`src/rtl/rtlola_param_queue.sv`:
```
// Parametrised shift-register FIFO for RTLola stream monitors; slot 0 holds the newest entry.
// Define RTLOLA_QUEUE_STATS_EN to add saturating drop/underflow counters.
module rtlola_param_queue #(
    parameter int WIDTH       = 64,
    parameter int DEPTH       = 5,
    parameter int DROP_OLDEST = 0,
    localparam int CW         = $clog2(DEPTH + 1)
) (
    input  logic                     clk,
    input  logic                     rst,
    input  logic                     en,
    input  logic                     push,
    input  logic                     pop,
    input  logic signed [WIDTH-1:0]  data,
    output logic                     push_valid,
    output logic                     pop_valid,
    output logic signed [WIDTH-1:0]  out,
    output logic [DEPTH*WIDTH-1:0]   mem,
    output logic [CW-1:0]            cursor,
    output logic                     full,
    output logic                     empty,
    output logic                     overflow
`ifdef RTLOLA_QUEUE_STATS_EN
    ,
    output logic [15:0]              drop_cnt,
    output logic [15:0]              underflow_cnt
`endif
);

    localparam logic [CW-1:0] DEPTH_C = CW'(DEPTH);

    logic [WIDTH-1:0] slot_q [DEPTH];
    logic [WIDTH-1:0] slot_d [DEPTH];
    logic [WIDTH-1:0] work   [DEPTH];
    logic [CW-1:0]    cursor_q, cursor_d;
    logic [WIDTH-1:0] out_q, out_d;
    logic             push_valid_q, push_valid_d;
    logic             pop_valid_q, pop_valid_d;
    logic             overflow_q, overflow_d;
    logic             do_pop, do_push;
    int               oldest;

    assign full  = (cursor_q == DEPTH_C);
    assign empty = (cursor_q == '0);

    // Pop clears the oldest slot first, then an accepted push shifts everything up by one.
    always_comb begin
        slot_d       = slot_q;
        work         = slot_q;
        cursor_d     = cursor_q;
        out_d        = out_q;
        push_valid_d = push_valid_q;
        pop_valid_d  = pop_valid_q;
        overflow_d   = overflow_q;
        do_pop       = 1'b0;
        do_push      = 1'b0;
        oldest       = int'(cursor_q) - 1;
        if (en) begin
            do_pop       = pop && !empty;
            do_push      = push && (!full || pop || (DROP_OLDEST != 0));
            overflow_d   = push && full && !pop;
            push_valid_d = do_push;
            pop_valid_d  = do_pop;
            out_d        = '0;
            if (do_pop) begin
                for (int i = 0; i < DEPTH; i++) begin
                    if (i == oldest) begin
                        out_d   = slot_q[i];
                        work[i] = '0;
                    end
                end
            end
            slot_d = work;
            if (do_push) begin
                slot_d[0] = data;
                for (int i = 1; i < DEPTH; i++) begin
                    slot_d[i] = work[i-1];
                end
            end
            if (do_push && !do_pop && !full) begin
                cursor_d = cursor_q + 1'b1;
            end else if (do_pop && !do_push) begin
                cursor_d = cursor_q - 1'b1;
            end
        end
    end

    always_ff @(posedge clk) begin
        if (rst) begin
            for (int i = 0; i < DEPTH; i++) begin
                slot_q[i] <= '0;
            end
            cursor_q     <= '0;
            out_q        <= '0;
            push_valid_q <= 1'b0;
            pop_valid_q  <= 1'b0;
            overflow_q   <= 1'b0;
        end else begin
            slot_q       <= slot_d;
            cursor_q     <= cursor_d;
            out_q        <= out_d;
            push_valid_q <= push_valid_d;
            pop_valid_q  <= pop_valid_d;
            overflow_q   <= overflow_d;
        end
    end

    for (genvar g = 0; g < DEPTH; g++) begin : g_mem
        assign mem[g*WIDTH +: WIDTH] = slot_q[g];
    end

    assign cursor     = cursor_q;
    assign out        = out_q;
    assign push_valid = push_valid_q;
    assign pop_valid  = pop_valid_q;
    assign overflow   = overflow_q;

`ifdef RTLOLA_QUEUE_STATS_EN
    logic [15:0] drop_cnt_q, drop_cnt_d;
    logic [15:0] underflow_cnt_q, underflow_cnt_d;

    // A push+pop on an empty queue refills it, so it is not an underflow.
    always_comb begin
        drop_cnt_d      = drop_cnt_q;
        underflow_cnt_d = underflow_cnt_q;
        if (en && push && full && !pop && (drop_cnt_q != 16'hFFFF)) begin
            drop_cnt_d = drop_cnt_q + 16'd1;
        end
        if (en && pop && empty && !push && (underflow_cnt_q != 16'hFFFF)) begin
            underflow_cnt_d = underflow_cnt_q + 16'd1;
        end
    end

    always_ff @(posedge clk) begin
        if (rst) begin
            drop_cnt_q      <= '0;
            underflow_cnt_q <= '0;
        end else begin
            drop_cnt_q      <= drop_cnt_d;
            underflow_cnt_q <= underflow_cnt_d;
        end
    end

    assign drop_cnt      = drop_cnt_q;
    assign underflow_cnt = underflow_cnt_q;
`endif

endmodule

```
`config.mk`:
```
export PLATFORM = sky130hd
export DESIGN_NAME = rtlola_param_queue
export DESIGN_NICKNAME = d
export VERILOG_FILES = /design/src/rtl/rtlola_param_queue.sv
export SDC_FILE = /design/constraint.sdc
export NUM_CORES = 1
export LEC_CHECK = 0
export BUFFER_PORTS_ARGS = -buffer_cell sky130_fd_sc_hd__buf_2
export CAP_MARGIN = 15
export CELL_PAD_IN_SITES_DETAIL_PLACEMENT = 1
export CELL_PAD_IN_SITES_GLOBAL_PLACEMENT = 1
export CORE_MARGIN = 3
export CORE_UTILIZATION = 42
export CTS_BUF_LIST = sky130_fd_sc_hd__clkbuf_16
export CTS_CLUSTER_SIZE = 28
export DETAILED_ROUTE_END_ITERATION = 10
export PLACE_DENSITY = 0.95
export SYNTH_ARGS = -nofsm -noshare
export SYNTH_HDL_FRONTEND = slang
export SYNTH_SLANG_ARGS = --single-unit
```
`constraint.sdc`:
```
create_clock -name clk -period 7.9 [get_ports clk]
set_input_delay 2.37 -clock clk [delete_from_list [all_inputs] [get_ports clk]]
set_output_delay 2.37 -clock clk [all_outputs]
set_load 0.005 [all_outputs]
```
==> summary.txt <==
Power
  • Leak Pwr: around 8.1 nW
  • Clock Power Share: approximately 41%
  • NetSw: between 0.001 and 0.0015 W
  • Internal power: between 0.003 and 0.004 W
  • Switch share: 29.54%
  • Cell Pwr Density: 233.1 nW/um^2
  • Max VDD drop: 0.0001718 V
  • Sequential share of power: between 40% and 50%
  • Logic gate share of total power: about 15%

Finish
  • Sequential Area: a little under 8000 sq um
  • Multi-input combinational cell area: 7461 sq um
  • Filler cells: roughly 4700
  • Layout area overhead: 21.92%
  • Finished Core Util: 52.09%
  • Layout cells sized above 1: ~25%
  • Nets: roughly 2300
  • Fin cells: roughly 2800

Worst setup path
  • CP Capture Type: primary output
  • CP Capture Point: empty
  • Worst r2r src: cursor[1]
  • Top delay family on crit path: flip-flops
  • Critical Path RT: about 5500 ps
  • Reg2reg path depth: 8
  • Worst path slowest cell: dfxtp_4
  • Critical Path AT: approximately 2400 ps
  • Crit-path max cell delay: 910 ps
  • Critical path fanouts, max: slightly below 60
  • CP Buf/Inv Count: 2
  • CP startpoint: cursor[1]
  • Cell depth of the worst setup path: 3
  • WS Path Type: reg2out
  • R2r endpoint: mem[242]
  • Startpoint types: flop
  • Cell Chain, Critical Path: buf_4, nor2_1, buf_2
  • R2r setup slk: 4060 ps

STA
  • Final Skew: approximately 16 ps
  • Setup WS post-layout: between 3000 and 4000 ps
  • Fin. Hold Viols: 0
  • RSZ-0062 raised after global routing: no
  • Relative slew slack: around a third
  • Setup total negative slack: 0 ps
  • Endpoints failing setup: 0
  • FMAX: approximately 210 MHz
  • Hold slack: 459.9 ps
  • Final min period: approximately 4800 ps
  • Max-slew violation count: 0
  • Worst slew pin tran: between 900 and 1000 ps
  • Fin crit share: roughly three fifths

Detailed routing
  • DR vias/cell: around 6.2
  • Vias: 17066
  • Final routed DRC violation total: 0
  • Total routed wirelength: between 60000 and 70000 um
  • Initial drt markers: between 1000 and 1500
  • Wire per inst: approximately 25 um
  • DRT antenna net count: 0
  • DRT Pass-1 Iters: 6

Global routing
  • Grt ovf: 0
  • First-pass GRT wire length: between 100000 and 150000 um
  • Total GRT Usage: 31.20%
  • Initial antenna violation count: 10
  • Number of global-route vias before repair: 18144
  • Pin count of the biggest net entering global routing: between 200 and 250

Logic synthesis
  • Top-count cell post-synth: dfxtp_1
  • Post-synth ARST share: 0%
  • Top_reg_cell synth: dfxtp_1
  • Synth cell types: 46
  • Yosys reg bits: 390
  • Syn avg cell area: a little under 9 sq um
  • Top cell type's share of synthesized area: 46.96%
  • Seq/Total Area, Yosys: between 40% and 50%
  • Synth warn: 0
  • Total nets after synthesis: ~1900
  • Post-Syn Area: ~17000 sq um
  • Top cells by area, synth: dfxtp_1, nand2b_1, o32ai_1
  • Most instantiated cells after synthesis: dfxtp_1, nor2_1, nand2b_1
  • Cells after synthesis: approximately 1900
  • Post-synth EDFFs: 0
  • Post-synth top area cell: dfxtp_1

Placement
  • Gpl congestion: 0.8556
  • DP Worst Slack: ~3200 ps
  • Hpwl dp: 42810 um
  • Port bufs: 460
  • Dpl cells: about 2700

Run
  • Max Cap Viol: 0

Clocking
  • Clock Tree Buf Depth: 3
  • Clock-pin slew on the worst setup and hold paths: 60 ps
  • Post_cts resized: 0
  • Hold_buf cts: 0
  • Num CTS Buffers: 43
  • CTS root buffer: clkbuf_16
  • # Post-CTS Setup Buffers: 0
  • CTS tree: yes
  • Sink Count: 390
  • Worst-Skew Late Latency: around 550 ps
  • H-tree depth: 2

Worst hold path
  • Hold Crit Class: reg2reg

Run status
  • Status: finished clean

Floorplan
  • Site Rows: a little over 70
  • Core region area: 38920 sq um
  • Die width: 205.0 um
  • Starting density of the core: a little over two fifths
  • Die footprint: around 42000 sq um
  • I/O pin count: roughly 460
  • Die Height: just over 200 um
final cells by class:
| type | instances | share of cell area, % |
|---|---|---|
| sequential | 390 | 38.57 |
| multi-input combinational | 1153 | 36.81 |
| timing repair buffer | 483 | 12.32 |
| clock buffer | 45 | 5.555 |
| tap | 518 | 3.197 |
| inverter | 131 | 2.426 |
| clock inverter | 33 | 1.012 |
| antenna | 9 | 0.1111 |
cell usage in the layout (no fill, tap or decap), drive strengths merged, types with 8 or more instances in the layout:
cell type	netlist	final
buf	88	483
dfxtp	390	390
nor2	203	203
o21ai	196	196
nand2b	193	193
inv	130	138
a22oi	128	128
o32ai	128	128
a21oi	73	73
o22ai	65	65
mux2i	64	64
a32o	64	64
clkbuf	102	45
clkinv	1	23
diode	0	9
nand2	8	8
power groups by stage:
stage / clock network (W) / registers [W] / logic, W
floorplan: 0 / 0.00206 / 0.000498
global placement: 0 / 0.00211 / 0.000651
CTS: 0.00196 / 0.00207 / 0.000698
global route: 0.00204 / 0.00207 / 0.000759
detailed placement: 0 / 0.00211 / 0.000684
finish: 0.00194 / 0.00207 / 0.000712
through the flow:
stage          area, sq um  total power [W]
2_1_floorplan        16630         0.002560
3_3_place_gp         18920         0.002757
3_5_place_dp         18920         0.002793
4_1_cts              20250         0.004721
5_1_grt              20270         0.004875
6_report             20270         0.004725
cells by family (layout without fill, tap and decap cells):
logic type	count (synthesis)	count (layout)	synth area share [%]
compound gates	662	662	27.47
simple gates	420	420	12.81
flops	390	390	46.96
buf+inv	321	692	8.429
mux	67	67	4.056
xor+xnor	3	3	0.1581
fa+ha+maj	1	1	0.1204
other cells	0	9	0
per-layer routing:
layer | part of all wire (%) | GRT usage [%] | vias up
met5 | 0.052 | 0 | -
met4 | 4.8 | 17.16 | 6
met3 | 8.3 | 6.245 | 261
met2 | 49 | 53.38 | 962
met1 | 38 | 36.65 | 8422
li1 | - | - | 7415
sequential cells by signal (all words and copies together), names as in the netlist:
signal and flops:
out 64, pop_valid 1, mem 320, push_valid 1, cursor 3, overflow 1
worst min path at each step:
stage | cells past startpoint | slack, ps | to | startpoint
floorplan | 2 | 460 | overflow | overflow
global placement | 1 | 440 | out[18] | out[18]
detailed placement | 1 | 450 | out[7] | out[7]
CTS | 1 | 470 | out[7] | out[7]
global route | 2 | 490 | pop_valid | pop_valid
finish | 1 | 460 | out[7] | out[7]
(Power assumes the default switching activity.)
